==> src/rtl/astra_pifo_ingress.sv <==
// -----------------------------------------------------------------------------
// astra_pifo_ingress
//
// Upstream command stage for the Astra PIFO. It buffers {meta, prio} enqueues
// in a first-word-fall-through ingress FIFO and counts outstanding dequeue
// requests. It issues registered one-cycle push/pop pulses to the PIFO only
// while the PIFO is ready. A push and a pop can go out together in one cycle.
// It tracks PIFO occupancy so the PIFO never overflows and is never popped
// while empty. Popped entries come back POP_LAT cycles after the pop pulse and
// are forwarded with a single-cycle valid strobe.
//
// Handshakes: a transfer happens on a rising clock edge where valid (or req)
// and ready are both high. Ready is a function of registered state only and
// never depends on the same-cycle valid. o_deq_valid has no ready: the
// consumer must take the entry in the cycle it is presented.
//
// Optional build macro: ASTRA_PIFO_INGRESS_STATS_EN
//   defined   -> o_stat_push / o_stat_pop count issued pulses (wrap at 2^32)
//   undefined -> both ports tied to 0, no counter flops
//
// Ports
//   i_clk, i_arst_n    clock, asynchronous active-low reset
//   i_enq_valid        enqueue request
//   o_enq_ready        ingress FIFO not full
//   i_enq_data         {meta, prio} to enqueue
//   i_deq_req          dequeue request; one accepted pulse = one entry
//   o_deq_req_ready    pending-pop count below PDEPTH
//   o_deq_valid        popped entry valid (single-cycle strobe)
//   o_deq_data         popped entry
//   o_pifo_push        push pulse to the PIFO
//   o_pifo_push_data   push payload (FIFO head, registered with the pulse)
//   o_pifo_pop         pop pulse to the PIFO
//   i_pifo_pop_data    PIFO pop result, valid POP_LAT cycles after o_pifo_pop
//   i_pifo_ready       PIFO accepts a command this cycle
//   o_occupancy        entries currently held by the PIFO
//   o_stat_push        issued push count (stats build only, else 0)
//   o_stat_pop         issued pop count (stats build only, else 0)
// -----------------------------------------------------------------------------
module astra_pifo_ingress #(
  parameter int PTW     = 16,
  parameter int MTW     = 32,
  parameter int FDEPTH  = 8,
  parameter int PDEPTH  = 4,
  parameter int CAP     = 16,
  parameter int POP_LAT = 1,
  localparam int DW     = MTW + PTW,
  localparam int OCCW   = $clog2(CAP + 1)
) (
  input  logic            i_clk,
  input  logic            i_arst_n,
  input  logic            i_enq_valid,
  output logic            o_enq_ready,
  input  logic [DW-1:0]   i_enq_data,
  input  logic            i_deq_req,
  output logic            o_deq_req_ready,
  output logic            o_deq_valid,
  output logic [DW-1:0]   o_deq_data,
  output logic            o_pifo_push,
  output logic [DW-1:0]   o_pifo_push_data,
  output logic            o_pifo_pop,
  input  logic [DW-1:0]   i_pifo_pop_data,
  input  logic            i_pifo_ready,
  output logic [OCCW-1:0] o_occupancy,
  output logic [31:0]     o_stat_push,
  output logic [31:0]     o_stat_pop
);

  localparam int AW   = $clog2(FDEPTH);
  localparam int PTRW = AW + 1;
  localparam int PW   = $clog2(PDEPTH + 1);

  // Ingress FIFO storage; pointers carry one extra wrap bit so that full and
  // empty are distinguishable when the index bits are equal.
  logic [DW-1:0]    fifo_mem [FDEPTH];
  logic [PTRW-1:0]  wr_ptr;
  logic [PTRW-1:0]  rd_ptr;
  logic             fifo_empty;
  logic             fifo_full;

  logic [PW-1:0]    pend;
  logic [PW-1:0]    pend_next;
  logic [OCCW-1:0]  occ;
  logic [OCCW-1:0]  occ_next;
  logic [POP_LAT-1:0] pop_pipe;

  logic             enq_fire;
  logic             deq_fire;
  logic             can_push;
  logic             can_pop;

  assign fifo_empty = (wr_ptr == rd_ptr);
  assign fifo_full  = (wr_ptr[AW] != rd_ptr[AW]) &&
                      (wr_ptr[AW-1:0] == rd_ptr[AW-1:0]);

  assign o_enq_ready     = ~fifo_full;
  assign o_deq_req_ready = (pend < PW'(PDEPTH));
  assign o_occupancy     = occ;

  assign enq_fire = i_enq_valid & o_enq_ready;
  assign deq_fire = i_deq_req & o_deq_req_ready;

  // A pop needs something in the PIFO; occ counts pushes already decided, so
  // the first push into an empty PIFO can never be paired with a pop.
  // A push into a full PIFO is allowed only when a pop frees a slot together.
  assign can_pop  = (pend != '0) & (occ != '0) & i_pifo_ready;
  assign can_push = ~fifo_empty & i_pifo_ready &
                    ((occ < OCCW'(CAP)) | can_pop);

  always_comb begin
    pend_next = pend;
    occ_next  = occ;
    case ({deq_fire, can_pop})
      2'b10:   pend_next = pend + PW'(1);
      2'b01:   pend_next = pend - PW'(1);
      default: pend_next = pend;
    endcase
    case ({can_push, can_pop})
      2'b10:   occ_next = occ + OCCW'(1);
      2'b01:   occ_next = occ - OCCW'(1);
      default: occ_next = occ;
    endcase
  end

  // Storage array has no reset; the pointers define which words are live.
  always_ff @(posedge i_clk) begin
    if (enq_fire) begin
      fifo_mem[wr_ptr[AW-1:0]] <= i_enq_data;
    end
  end

  always_ff @(posedge i_clk or negedge i_arst_n) begin
    if (!i_arst_n) begin
      wr_ptr           <= '0;
      rd_ptr           <= '0;
      pend             <= '0;
      occ              <= '0;
      o_pifo_push      <= 1'b0;
      o_pifo_pop       <= 1'b0;
      o_pifo_push_data <= '0;
      pop_pipe         <= '0;
      o_deq_valid      <= 1'b0;
      o_deq_data       <= '0;
    end else begin
      if (enq_fire) begin
        wr_ptr <= wr_ptr + PTRW'(1);
      end
      if (can_push) begin
        rd_ptr           <= rd_ptr + PTRW'(1);
        o_pifo_push_data <= fifo_mem[rd_ptr[AW-1:0]];
      end
      pend        <= pend_next;
      occ         <= occ_next;
      o_pifo_push <= can_push;
      o_pifo_pop  <= can_pop;

      // Return path: the pop pulse walks POP_LAT stages, and the last stage
      // marks the cycle in which i_pifo_pop_data carries that pop's result.
      for (int i = POP_LAT - 1; i > 0; i--) begin
        pop_pipe[i] <= pop_pipe[i-1];
      end
      pop_pipe[0] <= o_pifo_pop;
      o_deq_valid <= pop_pipe[POP_LAT-1];
      if (pop_pipe[POP_LAT-1]) begin
        o_deq_data <= i_pifo_pop_data;
      end
    end
  end

`ifdef ASTRA_PIFO_INGRESS_STATS_EN
  logic [31:0] stat_push_q;
  logic [31:0] stat_pop_q;

  always_ff @(posedge i_clk or negedge i_arst_n) begin
    if (!i_arst_n) begin
      stat_push_q <= '0;
      stat_pop_q  <= '0;
    end else begin
      if (o_pifo_push) begin
        stat_push_q <= stat_push_q + 32'd1;
      end
      if (o_pifo_pop) begin
        stat_pop_q <= stat_pop_q + 32'd1;
      end
    end
  end

  assign o_stat_push = stat_push_q;
  assign o_stat_pop  = stat_pop_q;
`else
  assign o_stat_push = '0;
  assign o_stat_pop  = '0;
`endif

endmodule
==> config.mk <==
export PLATFORM = sky130hd
export DESIGN_NAME = astra_pifo_ingress
export DESIGN_NICKNAME = d
export VERILOG_FILES = /design/src/rtl/astra_pifo_ingress.sv
export SDC_FILE = /design/constraint.sdc
export NUM_CORES = 1
export LEC_CHECK = 0
export CAP_MARGIN = 40
export CORE_MARGIN = 3
export CORE_UTILIZATION = 30
export DETAILED_ROUTE_END_ITERATION = 16
export HOLD_SLACK_MARGIN = 0.12
export PLACE_DENSITY = 0.61
export SYNTH_ARGS = -nofsm -noshare
export SYNTH_HDL_FRONTEND = slang
export SYNTH_SLANG_ARGS = --single-unit
==> constraint.sdc <==
create_clock -name i_clk -period 6.25 [get_ports i_clk]
set_input_delay 0.625 -clock i_clk [delete_from_list [all_inputs] [get_ports i_clk]]
set_output_delay 0.625 -clock i_clk [all_outputs]
set_load 0.02 [all_outputs]
==> results of run 1 <==
==> sequential cells by signal, summed over array words and instances (netlist names) <==
name and cells:
fifo_mem 384, wr_ptr 4, o_pifo_push_data 48, o_deq_valid 1
pop_pipe 1, rd_ptr 4, pend 3, o_deq_data 48
o_occupancy 5, o_pifo_pop 1, o_pifo_push 1
==> kinds of logic (layout without fill, tap and decap cells) <==
group                      Yosys count  count (layout)  share of synthesized area [%]
muxes                              244             244                           19.7
DFF                                500             500                           73.7
AOI/OAI and AO/OA                   14              14                          0.505
and+or+nand+nor                     32              32                          0.895
buffers and inverters              115             340                           3.89
xor gates and xnor gates            15              15                          0.671
adders and majority gates            9               9                          0.652
other                                1              65                         0.0192
==> power by group <==
group	switching, mW	internal, mW	total, mW	leakage [nW]
Clock	1.29	1.66	2.95	0.805
Combinational	1.96	2.12	4.07	2.70
Sequential	0.393	4.38	4.78	4.84
Total	3.64	8.16	11.8	8.34
==> final cells by class <==
cell class,instances,area [sq um]
Clock inverter,39,310
Tap cell,855,1070
Inverter,11,41.3
Antenna cell,1,2.50
Fill cell,5818,40200
Clock buffer,57,1320
Sequential cell,500,14400
Multi-Input combinational cell,378,4690
Timing Repair Buffer,233,2430
==> repair_timing <==
| action | CTS | global route |
|---|---|---|
| endpoints found under the hold margin | 61 | 0 |
| gates resized for setup | 0 | 0 |
| endpoints found under the setup margin | 0 | 0 |
| hold buffers | 1 | 0 |
==> stage by stage <==
| step | util, % | cells |
|---|---|---|
| finish | 37.7 | 2074 |
| global route | 37.7 | 2074 |
| CTS | 37.7 | 2073 |
| detailed placement | 35.2 | 1976 |
| global placement | 34.8 | 1966 |
| floorplan | - | 993 |
==> worst max path at each step <==
| stage | startpoint | to | slack (ns) |
|---|---|---|---|
| after CTS | rd_ptr[1] | o_enq_ready | 2.49 |
| after global placement | rd_ptr[2] | fifo_mem[4][13] | 2.53 |
| after floorplan | rd_ptr[1] | fifo_mem[0][0] | 1.12 |
| final | rd_ptr[1] | o_enq_ready | 2.57 |
| after detailed placement | rd_ptr[1] | o_occupancy[4] | 2.76 |
| after global routing | rd_ptr[1] | o_enq_ready | 2.42 |
==> cells in the mapped netlist (all sizes together) (2+ instances only) <==
library cell  instances  share of area (%)
nand2b                2              0.064
mux2                146                8.5
nor2                  8               0.17
edfxtp              384                 59
mux2i                 2               0.10
xor2                 11               0.49
o41ai                 2              0.089
mux4                 96                 11
inv                  11               0.21
a21oi                 2              0.051
xnor2                 4               0.18
nand3                 3              0.077
o311ai                2              0.089
clkbuf               21               0.42
fa                    2               0.20
nor3                  5               0.13
nand2                 7               0.13
dfrtp               116                 15
ha                    7               0.45
o21ai                 3              0.077
buf                  83                3.3
==> routing by layer <==
layer	GRT usage, %	vias to the layer above	part of all wire, %
met2	20.8	244	52
li1	-	4061	-
met3	2.61	55	5.6
met5	0	-	0.031
met1	15.5	4872	41
met4	3.19	2	1.6
==> impl_metrics.toml, run 1 <==
[timing]
relSlewSlack_pct = 43.1
fin_skew_ns = 0.0176
fin_crit_ns = 3.68
finalCritPeriodShare_pct = 58.8
final_max_slew_viol_count = 0
tightest_slew_ns = 0.854
finalSetupViolCount = 0
grt_setup_unrepaired = "no"
fin_hold_ws_ns = 0.377
finalWorstSetupSlack_ns = 2.57
tns_ns = 0
hold_viol = 0
max_freq_ghz = 0.272

[critical_path]
cpMaxStageDelayCell = "dfrtp_4"
critPathKind = "register to output port"
timing.rr.start = "rd_ptr[1]"
reg2reg_slack_ns = 2.71
worstSetupEndpointType = "output port"
cp_top_family = "flip-flops"
crit_buf_inv = 1
path_cells = "xor2_1 -> or4_1 -> clkdlybuf4s50_1"
cp_max_fo = 44
max_stage_delay_ns = 0.85
cp-start-kind = "register"
reg2regPathDepth = 10
cp.required_ns = 5.62
r2r_end = "o_occupancy[4]"
cp.depth = 3
arrival_ns = 3.05

[power]
power_leakage_nw = 8.34
power_mw = 11.8
peakVddDrop_uv = 242
p_per_area_nw_per_um2 = 486

[cts]
htreeDepth = 2
cts_tree = "done"
cts-root-buf = "clkbuf_16"
cts.sinks = 500
clkTransAtPathRegs_ns = 0.06
numCtsBuffers = 52
max-clock-path-buffers = 3
clk-insertion-delay-late_ns = 0.59
cts_setup_buffers = 0

[synthesis]
synth-async-reset-ratio_pct = 23.2
ys_warn_count = 0
ys_ff_latch = 500
synth_edf_count = 384
synthFlopType = "edfxtp_1"
synth_cells = 930
yosysSeqAreaShare_pct = 73.7
synth.distinct_cells = 41
synth_area_sq_um = 19600
synth.avg_cell_area_sq_um = 21.1

[global_routing]
grt_max_degree = 63
grt_pass1_vias = 9858
grt_first_pass_wirelength_microns = 62500
grt_overflow = 0
antenna_found_initial = 4
grt_use_total_pct = 12.1

[placement]
port-buffer-count = 206
placed_area_sq_um = 22700
dp_slack_ns = 2.76
gp_congestion = 0.737
hpwl_microns = 26400

[hold_path]
hold_class = "register to register"
min_from = "o_pifo_pop"
whs_path_depth = 0
min_to = "pop_pipe"

[route]
initialDrtViolationCount = 445
drtAntennaViolNets = 0
wl_per_cell_microns = 20.2
num_vias = 9234
vias_per_cell = 4.45
drc = 0
first_pass_iters = 4
routed_wl_microns = 41900

[die]
die-width_microns = 261
rows = 93
die_area_sq_um = 68400
coreArea_sq_um = 64500
io_pins = 271
start_util_pct = 30.4
dieHeight_microns = 261

[job]
cap_violations = 0

[final_layout]
nNetsFinal = 1286
layout_common_cells = "edfxtp_1, clkdlybuf4s50_1, mux2_2"
final_area_sq_um = 24300
final_common_cell = "edfxtp_1"
area_delta_synth_final_pct = 24.1
drive_gt1_share_pct = 29.6

[status]
status = "finished, final reports clean"
Note: power is estimated with default switching activity, not from simulation.
==> inputs of run 2 (changes only) <==
- PLACE_DENSITY: 0.61 -> 0.63
- clock period: 6.25 -> 3.18 ns (I/O delays scaled with it)
==> impl_metrics.toml, run 2 (synthesis gave the netlist of run 1 again) <==
[timing]
fin_hold_ws_ns = 0.221
max_freq_ghz = 0.333
finalSetupViolCount = 0
hold_viol = 0
fin_crit_ns = 3.00
finalCritPeriodShare_pct = 94.4
relSlewSlack_pct = 42.3
final_max_slew_viol_count = 0
grt_setup_unrepaired = "no"
fin_skew_ns = 0.0195
tightest_slew_ns = 0.866

[route]
wl_per_cell_microns = 20.6
num_vias = 9292
drtAntennaViolNets = 0
drc = 0
vias_per_cell = 4.47
initialDrtViolationCount = 463
first_pass_iters = 4
routed_wl_microns = 42800

[final_layout]
final_common_cell = "edfxtp_1"
drive_gt1_share_pct = 29.7
area_delta_synth_final_pct = 25.3
nFillCells = 5824
multi_input_area_sq_um = 4710
layout_common_cells = "edfxtp_1, clkdlybuf4s50_1, mux2_2"
final_util_pct = 38.1
seqCellArea_sq_um = 14400
largest_reg_flops = 384
nNetsFinal = 1291

[power]
switching_share_pct = 30.1
power.switching_mw = 7.14
peakVddDrop_uv = 477
p_int_mw = 16.6
clock_power_share_pct = 26.4
power_leakage_nw = 8.44
power_frac_comb_pct = 34.5
p_per_area_nw_per_um2 = 966
p_seq_share_pct = 39.1
power_mw = 23.7

[critical_path]
critPathKind = "register to register"
cp_top_family = "compound AO/OA/AOI/OAI gates"
worstSetupEndpointType = "register"
crit_buf_inv = 1
path_cells = "xor2_1 -> nor4b_4 -> nor2_4 -> inv_1 -> ha_1 -> ha_1 -> nor2b_1 -> o21a_1 -> o311ai_0 -> o311ai_0"
max_stage_delay_ns = 0.49
cpMaxStageDelayCell = "dfrtp_4"
arrival_ns = 3.44
cp.required_ns = 3.62
cp_max_fo = 8
cp-start-kind = "register"

[global_routing]
grt_max_degree = 100
grt_use_total_pct = 12.4
grt_pass1_vias = 10000
grt_first_pass_wirelength_microns = 63600
grt_overflow = 0
antenna_found_initial = 5

[status]
status = "finished, final reports clean"

[die]
rows = 93
io_pins = 271
die_area_sq_um = 68400
dieHeight_microns = 261
die-width_microns = 261
coreArea_sq_um = 64500
start_util_pct = 30.4

[cts]
clk-insertion-delay-late_ns = 0.59
clkTransAtPathRegs_ns = 0.06
cts-root-buf = "clkbuf_16"
htreeDepth = 2
numCtsBuffers = 53
cts_tree = "done"
cts.repair.resized = 0
max-clock-path-buffers = 3
cts.sinks = 500

[hold_path]
hold_class = "input port to asynchronous set/reset pin"

[placement]
hpwl_microns = 25700
gp_congestion = 0.712
port-buffer-count = 206

[job]
cap_violations = 0
## run 2: what timing repair did
action	4_1_cts	5_1_grt
buffers inserted	0	0
endpoints found under the hold margin	93	0
hold buffers	1	0
## run 2: final cells by class
cell class	instances	share of cell area, %
antenna	2	0.0204
timing repair buffer	237	10.2
clock inverter	26	1.36
inverter	11	0.168
clock buffer	71	5.88
tap	855	4.36
sequential	500	58.9
multi-input combinational	378	19.2
## run 2: worst paths after layout
path / from / end / slack (ns) / cells after the start
max: rd_ptr[0] / o_occupancy[4] / 0.18 / 10
min: i_arst_n / o_occupancy[1] / 0.22 / 2
min reg2reg: o_pifo_pop / pop_pipe / 0.37 / 0
max reg2reg: rd_ptr[0] / o_occupancy[4] / 0.18 / 10
max in group asynchronous: i_arst_n / o_pifo_push_data[42] / 2.17 / 3
min in group i_clk: i_pifo_pop_data[30] / o_deq_data[30] / 0.34 / 2
## run 2: worst reg2reg max path: cells and delay by family, from the launching register on
family,cells,cell delay (ns)
AO/OA/AOI/OAI,3,0.77
flip-flops,1,0.49
adder cells (fa/ha/maj),2,0.62
XOR/XNOR,1,0.22
buffers and inverters,1,0.08
AND/OR/NAND/NOR,3,0.68
## run 2: layer usage
layer	track usage [%]	wire length [microns]	vias to the layer above
li1	-	-	4070
met1	15.6	17900	4938
met2	21.7	22000	215
met3	2.45	2030	63
met4	3.30	794	6
met5	0	36	-
## run 2: through the flow
step | worst slack [ns] | cell area (sq um) | setup TNS (ns) | std cells
finish | 0.179 | 24500 | 0 | 2080
global route | 0.0452 | 24500 | 0 | 2079
CTS | 0.202 | 24500 | 0 | 2078
detailed placement | 0.211 | 22700 | 0 | 1980
global placement | 0.279 | 22600 | 0 | 1975
floorplan | -0.668 | 19800 | -153.37 | 993
## run 2: power by group through the flow
stage	clock network [mW]	registers (mW)	logic [mW]
after floorplan	0	10.0	4.63
after global placement	0	9.42	8.10
after detailed placement	0	9.43	8.37
after CTS	6.45	9.30	8.40
after global routing	6.70	9.44	8.81
final	6.25	9.27	8.18
